==> config.mk <==
export PLATFORM = sky130hd
export DESIGN_NAME = pps_freq_meter
export DESIGN_NICKNAME = d
export VERILOG_FILES = /design/src/rtl/pps_meter_pkg.sv /design/src/rtl/pps_sync_edge.sv /design/src/rtl/pps_freq_meter.sv
export SDC_FILE = /design/constraint.sdc
export NUM_CORES = 1
export LEC_CHECK = 0
export CAP_MARGIN = 20
export CORE_MARGIN = 1
export CORE_UTILIZATION = 55
export CTS_CLUSTER_DIAMETER = 30
export CTS_CLUSTER_SIZE = 16
export DETAILED_ROUTE_END_ITERATION = 8
export DONT_BUFFER_PORTS = 1
export GPL_TIMING_DRIVEN = 0
export PLACE_DENSITY = 0.7
export SLEW_MARGIN = 0
export SYNTH_ARGS = -nofsm -noshare
export SYNTH_HDL_FRONTEND = slang
export SYNTH_HIERARCHICAL = 1
export SYNTH_SLANG_ARGS = --single-unit
==> constraint.sdc <==
create_clock -name clk -period 4.1 [get_ports clk]
set_input_delay 0.82 -clock clk [delete_from_list [all_inputs] [get_ports clk]]
set_output_delay 0.82 -clock clk [all_outputs]
set_load 0.05 [all_outputs]
==> src/rtl/pps_meter_pkg.sv <==
// Shared types and default constants for the PPS period meter.
package pps_meter_pkg;

    typedef enum logic [1:0] {
        IDLE    = 2'd0,
        MEASURE = 2'd1,
        LOST    = 2'd2
    } state_e;

    localparam int unsigned DEF_CNT_W          = 32;
    localparam int unsigned DEF_TIMEOUT_CYCLES = 40_000_000;
    localparam int unsigned DEF_TOL            = 4;

endpackage

==> src/rtl/pps_sync_edge.sv <==
// Multi-flop synchroniser followed by a registered rising-edge detector.
module pps_sync_edge #(
    parameter int unsigned SYNC_STAGES = 2
) (
    input  logic clk,
    input  logic rst,
    input  logic d,
    output logic rise
);

    logic [SYNC_STAGES-1:0] sync_q;
    logic                   prev_q;
    logic                   rise_q;

    // Synchroniser chain, previous-value flop and one-cycle rise pulse.
    always_ff @(posedge clk or posedge rst) begin
        if (rst) begin
            sync_q <= '0;
            prev_q <= 1'b0;
            rise_q <= 1'b0;
        end else begin
            sync_q <= {sync_q[SYNC_STAGES-2:0], d};
            prev_q <= sync_q[SYNC_STAGES-1];
            rise_q <= sync_q[SYNC_STAGES-1] & ~prev_q;
        end
    end

    assign rise = rise_q;

endmodule

==> src/rtl/pps_freq_meter.sv <==
// Counts clk cycles between PPS rising edges; reports period, overrun, loss and lock.
module pps_freq_meter
    import pps_meter_pkg::*;
#(
    parameter int unsigned CNT_W          = DEF_CNT_W,
    parameter int unsigned SYNC_STAGES    = 2,
    parameter int unsigned TIMEOUT_CYCLES = DEF_TIMEOUT_CYCLES,
    parameter int unsigned TOL            = DEF_TOL
) (
    input  logic             clk,
    input  logic             rst,
    input  logic             pps_in,
    output logic [CNT_W-1:0] meas_count,
    output logic             meas_valid,
    input  logic             meas_ready,
    output logic             overrun,
    output logic             pps_lost,
    output logic             locked
);

    state_e           state_q, state_d;
    logic [CNT_W-1:0] cnt_q, cnt_d;
    logic [CNT_W-1:0] meas_count_q, meas_count_d;
    logic [CNT_W-1:0] prev_q, prev_d;
    logic             meas_valid_q, meas_valid_d;
    logic             overrun_q, overrun_d;
    logic             pps_lost_q, pps_lost_d;
    logic             locked_q, locked_d;
    logic             have_prev_q, have_prev_d;

    logic             pps_rise;
    logic             capture_c;
    logic             handshake_c;
    logic [CNT_W-1:0] diff_c;

    pps_sync_edge #(
        .SYNC_STAGES(SYNC_STAGES)
    ) u_sync_edge (
        .clk  (clk),
        .rst  (rst),
        .d    (pps_in),
        .rise (pps_rise)
    );

    // Unsigned distance between the new period and the previous one.
    assign diff_c = (cnt_q > prev_q) ? (cnt_q - prev_q) : (prev_q - cnt_q);

    // State and datapath registers.
    always_ff @(posedge clk or posedge rst) begin
        if (rst) begin
            state_q      <= IDLE;
            cnt_q        <= '0;
            meas_count_q <= '0;
            prev_q       <= '0;
            meas_valid_q <= 1'b0;
            overrun_q    <= 1'b0;
            pps_lost_q   <= 1'b0;
            locked_q     <= 1'b0;
            have_prev_q  <= 1'b0;
        end else begin
            state_q      <= state_d;
            cnt_q        <= cnt_d;
            meas_count_q <= meas_count_d;
            prev_q       <= prev_d;
            meas_valid_q <= meas_valid_d;
            overrun_q    <= overrun_d;
            pps_lost_q   <= pps_lost_d;
            locked_q     <= locked_d;
            have_prev_q  <= have_prev_d;
        end
    end

    // Next-state, period counting, capture handshake and lock evaluation.
    always_comb begin
        state_d      = state_q;
        cnt_d        = cnt_q;
        meas_count_d = meas_count_q;
        prev_d       = prev_q;
        meas_valid_d = meas_valid_q;
        overrun_d    = overrun_q;
        pps_lost_d   = pps_lost_q;
        locked_d     = locked_q;
        have_prev_d  = have_prev_q;
        capture_c    = 1'b0;
        handshake_c  = meas_valid_q & meas_ready;

        case (state_q)
            IDLE: begin
                if (pps_rise) begin
                    state_d = MEASURE;
                    cnt_d   = CNT_W'(1);
                end
            end
            MEASURE: begin
                if (pps_rise) begin
                    capture_c = 1'b1;
                    cnt_d     = CNT_W'(1);
                end else if (cnt_q == CNT_W'(TIMEOUT_CYCLES)) begin
                    state_d     = LOST;
                    pps_lost_d  = 1'b1;
                    locked_d    = 1'b0;
                    have_prev_d = 1'b0;
                end else begin
                    cnt_d = cnt_q + CNT_W'(1);
                end
            end
            LOST: begin
                if (pps_rise) begin
                    state_d    = MEASURE;
                    cnt_d      = CNT_W'(1);
                    pps_lost_d = 1'b0;
                end
            end
            default: begin
                state_d = IDLE;
            end
        endcase

        // A capture in a handshake cycle replaces the consumed sample cleanly.
        if (capture_c) begin
            meas_count_d = cnt_q;
            meas_valid_d = 1'b1;
            overrun_d    = meas_valid_q & ~meas_ready;
            prev_d       = cnt_q;
            have_prev_d  = 1'b1;
            if (have_prev_q) begin
                locked_d = (diff_c <= CNT_W'(TOL));
            end
        end else if (handshake_c) begin
            meas_valid_d = 1'b0;
            overrun_d    = 1'b0;
        end
    end

    assign meas_count = meas_count_q;
    assign meas_valid = meas_valid_q;
    assign overrun    = overrun_q;
    assign pps_lost   = pps_lost_q;
    assign locked     = locked_q;

endmodule

# ---- Word-level counts from Yosys, hierarchy flattened
# Index checks and enable logic that the tools add are counted.
dict set report totals {
  regBits 75
  latch_bits 0
  ramBits 0
  rom_bits 0
  in_bits 4
  output_inout_bits 36
  word_cells 68
  mem_count 0
}
dict set report classes {
  addsub 3
  multipliers 0
  div 0
  n_lt_le_gt_ge 2
  eq_ne 9
  n_shift 0
  muxes 27
  bitwise 5
  n_reduce_logical 11
}
# operator count
set ops {}
lappend ops {{$mux 32} 4}
lappend ops {{$pmux 32 s2} 1}
lappend ops {{$sub 32x32->32} 2}
lappend ops {{$add 32x1->32 const B} 1}
lappend ops {{$eq 32x26->1 const B} 1}
lappend ops {{$gt 32x32->1} 1}
lappend ops {{$le 32x3->1 const B} 1}
lappend ops {{$mux 1} 17}
lappend ops {{$reduce_bool 2->1} 5}
lappend ops {{$reduce_and 3->1} 3}
lappend ops {{$mux 2} 3}
lappend ops {{$ne 2x2->1 const B} 3}
lappend ops {{$ne 2x1->1 const B} 2}
lappend ops {{$pmux 2 s2} 1}
lappend ops {{$reduce_and 4->1} 1}
lappend ops {{$and 1x1->1} 3}
lappend ops {{$ne 3x2->1 const B} 1}
lappend ops {{$eq 2x1->1 const B} 1}
lappend ops {{$eq 2x2->1 const B} 1}
lappend ops {{$logic_not 2->1} 1}
lappend ops {{$not 1->1} 2}
lappend ops {{$pmux 1 s2} 1}
lappend ops {{$reduce_or 2->1} 1}

# ---- Depth between registers and ports, before layout
# Gate-level depths: netlist of the first run.
dict set report logic_depth {
  ltp_word 6
  depth_mapped 14
  depth_no_buf 12
}

# ---- Cells and area by module
# Netlist of the first run, hierarchy kept.
# module n_inst cells_each area_each_um2 seq_area_each_um2
set by_module_without_submodules {}
lappend by_module_without_submodules {pps_freq_meter 1 932 6967.9 1776.7}
lappend by_module_without_submodules {pps_sync_edge 1 6 117.6 100.1}

# ---- Least setup slack after synthesis of the first run
# No wires, ideal clock.
dict set report synth_path {
  path_kind {reg2reg}
  startpoint {reg, netlist name prev_q[1]}
  endpoint {reg locked_q, in the netlist locked}
  setup_time_ns 0.066
  arrival_ns 3.265
  required_time_ns 4.034
  path_slack_ns 0.769
  path_stages_with_launch 13
  path_buffers 0
  synth_period_minus_slack_ns 3.331
  path_cell_list {dfrtp_1 inv_1 ha_1 nor2b_1 o211ai_2 a21oi_1 o21a_1 mux2_4 or4_4 nor4b_2 nand4_1 o21ai_1 a41o_1}
}
# item line
set synth_rtl {}
lappend synth_rtl {{end signal, assigned} pps_freq_meter.sv:68} ;# locked_q <= locked_d;
lappend synth_rtl {{end, declared} pps_freq_meter.sv:28} ;# logic locked_q, locked_d;

==> out/results.tsv, run 1 <==
metric	value	unit
outcome	finished, final reports clean	
finalSetupViolCount	0	
grt_max_degree	72	
dieArea	0.0133	mm²
fin_worst_skew	0.00796	ns
final_hold_viol_count	0	
yosysSeqAreaShare	26.5	%
antenna_found_initial	0	
ir_drop	0.000480	V
wl_per_cell	20.1	µm
met1_usage	51.3	%
synth_xor_area_share	6.06	%
p_per_area	546	mW/mm²
async_flop_share	100	%
power_frac_comb	59.0	%
grt_setup_unrepaired	false	
endpoint_kind	flop	
synth_area_leader_cell	dfrtp_1	
yosysWarnings	6	
place_congestion	1.02	
p_leak	3.51	nW
htree_num_levels	3	
io_pins	40	
cts_buffers	9	
synth_edf_count	0	
post_cts_buffers	0	
critPathCapture	locked	
period_minus_slack	3.98	ns
power.internal	2.30	mW
crit_path_start	prev_q[4]	
insertion_delay	0.34	ns
critical-path-slowest-cell	dfrtp_1	
die_w	116	µm
hold_path_class	input pin to asynchronous set/reset pin	
io_buffer_count	0	
switchingPower	1.86	mW
drc	0	
path_clk_slew	0.06	ns
slew_headroom	40.3	%
ctsRootBufferMaster	clkbuf_16	
grt_pass1_wl	35100	µm
arrival	4.23	ns
grtUsageMet3	6.49	%
worst-setup-path-type	flop to flop	
path_max_fanout	10	
maxCapViolations	0	
synth.mux.area_fraction	1.98	%
tritoncts	built	
r2r-start	prev_q[4]	
avgSynthCellArea	7.55	µm²
num_vias	7027	
grt_busiest_layer	met1	
synth_area	0.00709	mm²
synth_compound_area_share	25.7	%
crit_chain	inv_1 -> ha_1 -> buf_2 -> a21oi_1 -> o21ai_0 -> o21ai_0 -> o221ai_1 -> or4_4 -> nor4b_2 -> nand4_1 -> o21ai_1 -> a41o_1	
synth_top_family_by_area	compound AO/OA/AOI/OAI gates	
num_antenna_cells	0	
reg2reg_slack	0.12	ns
synth_flop_cell	dfrtp_1	
synth_area_leaders	dfrtp_1 26%, ha_1 11%, o21ai_0 6.7%, a21oi_1 6.1%, xnor2_1 5.3%	
startpoint_type	flop	
crit_top_cell	o21ai_0	
required	4.35	ns
dp_hpwl	18100	µm
fin_total_pwr	4.16	mW
ant_nets	0	
synth-simple-area-share	21.1	%
grt_use_met2	49.8	%
core_area	0.0126	mm²
wl	22600	µm
syn_nets	1007	
drv_slew	0	
die_y	116	µm
first_global_vias	6462	
r2r_end	locked	
seq_power_share	21.6	%
synth_fa_ha_area_share	11.5	%
grtUsageTotal	34.8	%
first_pass_iters	5	
nets	1018	
swShare	44.6	%
layout_worst_path_cycle_share	97.0	%
cpPeakStageDelay	0.67	ns
cts_buffer_depth	2	
ys_ff_latch	75	
cts.sinks	75	
gr-total-overflow	0	
drtIter0Drc	764	
worst_slew_pin_slew	0.889	ns
netlist_instances	938	
drive_gt1_share	5.66	%
final_cell_mix	95 x nand2_1, 95 x o21ai_0, 87 x a21oi_1	
fmax	251	MHz
initial_core_util	56.4	%
area_delta_synth_final	7.61	%
synth_top_area_share	26.5	%
ff2ff_path_depth	12	
vias_per_cell	6.24	
yosysUniqueCellTypes	69	
finalSetupTns	0	ns
pwr-share-clk	19.4	%
rows	41	
-- repair_timing --
action	CTS	global route
gates resized for setup	1	12
setup endpoints to repair	1	1
hold buffers	0	0
cloned	0	0
-- logic make-up after synthesis --
logic type               Yosys count
AND/OR/NAND/NOR                  308
AO/OA/AOI/OAI                    296
buffers and inverters            132
flip-flops                        75
adder cells (fa/ha/maj)           65
XOR/XNOR                          49
multiplexers                      13
-- stage by stage --
stage	hold WS (ns)	instance area [µm²]	setup slack [ns]	cells	utilization [%]
6_report	0.242	7620	0.122	1126	60.7
3_5_place_dp	0.346	7300	0.0116	1110	58.1
4_1_cts	0.237	7610	0.00349	1126	60.5
2_1_floorplan	0.331	7090	0.769	938	-
5_1_grt	0.247	7620	0.0192	1126	60.7
3_3_place_gp	0.353	7300	0.0326	1110	58.1
-- metal layers --
layer | part of all wire [%] | wire (µm)
met5 | 0 | 0
met4 | 3.3 | 738
met3 | 9.0 | 2030
met2 | 42 | 9380
met1 | 46 | 10400
-- synth_stat cells, drive strengths merged (7+ instances only) --
cell,number
nand4,36
nor4,16
dfrtp,75
a31oi,7
xnor2,43
a211oi,16
a21o,17
o21ai,98
o21a,7
a21oi,89
nor3,20
nor2b,11
ha,65
nand2,95
clkbuf,31
o21bai,11
nor2,77
buf,15
nand3,18
mux2i,8
o211ai,7
inv,86
or3,7
-- worst min-delay path by stage --
stage | start | endpoint | slack, ns | cells after the start
4_1_cts | rst | u_sync_edge/sync_q[0] | 0.24 | 1
5_1_grt | rst | u_sync_edge/prev_q | 0.25 | 1
3_3_place_gp | u_sync_edge/sync_q[0] | u_sync_edge/sync_q[1] | 0.35 | 0
6_report | rst | u_sync_edge/prev_q | 0.24 | 1
3_5_place_dp | u_sync_edge/sync_q[0] | u_sync_edge/sync_q[1] | 0.35 | 0
2_1_floorplan | u_sync_edge/sync_q[0] | u_sync_edge/sync_q[1] | 0.33 | 0
-- registers in the layout, summed over array words and instances (netlist names) --
register	cells
have_prev_q	1
meas_valid	1
u_sync_edge/prev_q	1
cnt_q	32
overrun	1
pps_lost	1
state_q	2
u_sync_edge/sync_q	2
u_sync_edge/rise	1
prev_q	32
locked	1
-- power by group through the flow --
stage          Sequential (mW)  Clock, mW  Combinational [mW]
2_1_floorplan            0.889          0                1.84
3_3_place_gp             0.906          0                2.35
3_5_place_dp             0.909          0                2.36
4_1_cts                  0.895      0.819                2.38
5_1_grt                  0.903      0.850                2.65
6_report                 0.899      0.808                2.45
-- cell type report --
type	count	area, µm²
clock buffer	10	239
tap	172	215
multi-input combinational	731	4700
buffer	46	193
fill	1203	4940
inverter	86	325
clock inverter	6	63.8
sequential	75	1890
-- critical path, delay by kind of cell, from the launching register on --
kind,cells,cell delay [ns]
adders and majority gates,1,0.31
DFF,1,0.67
and+or+nand+nor,3,0.99
buffers and inverters,2,0.28
AOI/OAI and AO/OA,6,1.62
No activity file was read; power rests on OpenSTA's default activity.
==> run 2, diff against run 1 <==
CORE_UTILIZATION = 29   (was 55)
PLACE_DENSITY = unset   (was 0.7)
==> run 2 against run 1 <==
Global-route usage is 15 points lower. Maximum frequency is 0.39% lower. Hold slack worse by 0.041 ns. Final area is 3.1% higher. Combinational power is 2% higher. Critical path depth is 1 higher. Register-to-register slack worse by 0.02 ns. Largest power group unchanged.
==> out/results.tsv, run 2 (same netlist as run 1, synthesis figures left out) <==
metric	value	unit	change
finalSetupViolCount	0		unchanged
maxCapViolations	0		unchanged
worst_slew_pin_slew	1.03	ns	+0.145 ns
dp_worst_setup_slack	0.0136	ns	+0.00209 ns
area_delta_synth_final	10.9	%	
cp_top_family	compound AO/OA/AOI/OAI gates		
multi_input_area	0.00470	mm²	about the same
cts.sinks	75		unchanged
ff2ff_path_depth	13		+1
io_buffer_count	0		unchanged
die_y	158	µm	+37%
die_w	158	µm	+37%
hold_ws	0.200	ns	-0.0414 ns
outcome	finished, final reports clean		
htree_num_levels	3		unchanged
post_cts_buffers	0		unchanged
drc	0		unchanged
drtIter0Drc	526		-31%
grt_setup_unrepaired	false		
finalSetupTns	0	ns	unchanged
tritoncts	built		
period_minus_slack	3.99	ns	+0.0154 ns
ir_drop	0.000280	V	-42%
dp.cells	1258		+13%
critPathBufInv	2		unchanged
place_congestion	0.967		-4.8%
final_hold_viol_count	0		unchanged
layout_worst_path_cycle_share	97.4	%	+0.38 points
num_vias	7125		+1.4%
final_cell_mix	95 x nand2_1, 95 x o21ai_0, 86 x a21oi_1		
fin_cells	1274		+13%
num_antenna_cells	0		unchanged
fin_ws	0.107	ns	-0.0154 ns
grt_pass1_wl	38100	µm	+8.4%
arrival	4.26	ns	+0.03 ns
cpPeakStageDelay	0.56	ns	-0.11 ns
grtUsageTotal	19.9	%	-15 points
slew_headroom	30.6	%	-9.7 points
p_per_area	537	mW/mm²	-1.6%
rows	56		+37%
gr-total-overflow	0		unchanged
wl	24300	µm	+7.8%
hold_path_class	input pin to asynchronous set/reset pin		
drive_gt1_share	6.81	%	+1.1 points
insertion_delay	0.35	ns	about the same
startpoint_type	flop		
io_pins	40		unchanged
fmax	250	MHz	-0.39%
crit_chain	inv_1 -> ha_1 -> clkbuf_1 -> a21oi_1 -> o21ai_0 -> a21oi_1 -> o21ai_0 -> a221o_1 -> a2111oi_1 -> and4_1 -> nand4_1 -> o21ai_1 -> a41o_1		
p_leak	3.52	nW	+0.26%
fin_worst_skew	0.00701	ns	-0.000949 ns
nets	1019		+0.098%
dieArea	0.0251	mm²	+88%
crit_cells	13		+1
first_global_vias	6837		+5.8%
core_area	0.0237	mm²	+88%
critical-path-slowest-cell	dfrtp_2		
cts_buffer_depth	2		unchanged
ant_nets	0		unchanged
antenna_found_initial	0		unchanged
path_max_fanout	10		unchanged
dp_hpwl	19800	µm	+9.2%
final_util	33.2	%	-27 points
ctsRootBufferMaster	clkbuf_16		
reg.largest.list	cnt_q: 32 flops, prev_q: 32 flops		
first_pass_iters	5		unchanged
path_clk_slew	0.06	ns	about the same
wl_per_cell	19.1	µm	-4.8%
initial_core_util	29.9	%	-26 points
cts_buffers	9		unchanged
seqCellArea	0.00190	mm²	+0.60%
fillers	2612		+120%
required	4.37	ns	+0.02 ns
worst-setup-path-type	flop to flop		
grt_max_degree	71		-1.4%
drv_slew	0		unchanged
vias_per_cell	5.59		-10%
endpoint_kind	flop		
## run 2: cell count changes in the layout (fill, tap and decap cells not counted), sizes merged
cell      before  now
buf           14   15
clkinv         2    4
clkinvlp       2    0
## run 2: through the flow
step	total power [mW]	instance area, µm²
2_1_floorplan	2.73	7090
3_3_place_gp	3.32	7480
3_5_place_dp	3.32	7510
4_1_cts	4.16	7830
5_1_grt	4.49	7860
6_report	4.22	7860
## run 2: routing by layer
layer	routed length, µm	global-route usage [%]
met3	1260	2.45
met2	11400	33.0
met5	0	0
met1	10700	26.0
met4	934	8.56
## run 2: final cells by class
| cell class | count | area share, % |
|---|---|---|
| Buffer | 46 | 2.47 |
| Clock buffer | 10 | 3.04 |
| Clock inverter | 6 | 0.939 |
| Inverter | 86 | 4.14 |
| Multi-Input combinational cell | 731 | 59.8 |
| Sequential cell | 75 | 24.2 |
| Tap cell | 319 | 5.08 |
| Timing Repair Buffer | 1 | 0.350 |
## run 2: power breakdown
group	switching, mW	internal [mW]	leakage (nW)
Combinational	1.45	1.04	2.38
Clock	0.334	0.494	0.153
Sequential	0.119	0.779	0.989
Total	1.91	2.31	3.52
## run 2: final timing paths
check | startpoint | endpoint | slack (ns)
worst max register to register | prev_q[16] | locked | 0.11
worst max-delay path | prev_q[16] | locked | 0.11
worst min-delay path | rst | state_q[1] | 0.20
max in group asynchronous | rst | prev_q[5] | 3.33
min in group clk | u_sync_edge/sync_q[0] | u_sync_edge/sync_q[1] | 0.35
worst min register to register | u_sync_edge/sync_q[0] | u_sync_edge/sync_q[1] | 0.35
## run 2: timing repair
action	4_1_cts	5_1_grt
hold buffers	0	0
endpoints found under the setup margin	1	1
gates resized for setup	1	23
## run 2: worst reg2reg max path: stages, from the launching register on
cell       delay [ns]
dfrtp_2          0.56
inv_1            0.08
ha_1             0.35
clkbuf_1         0.25
a21oi_1          0.35
o21ai_0          0.24
a21oi_1          0.29
o21ai_0          0.19
a221o_1          0.41
a2111oi_1        0.41
and4_1           0.29
nand4_1          0.08
o21ai_1          0.17
a41o_1           0.26
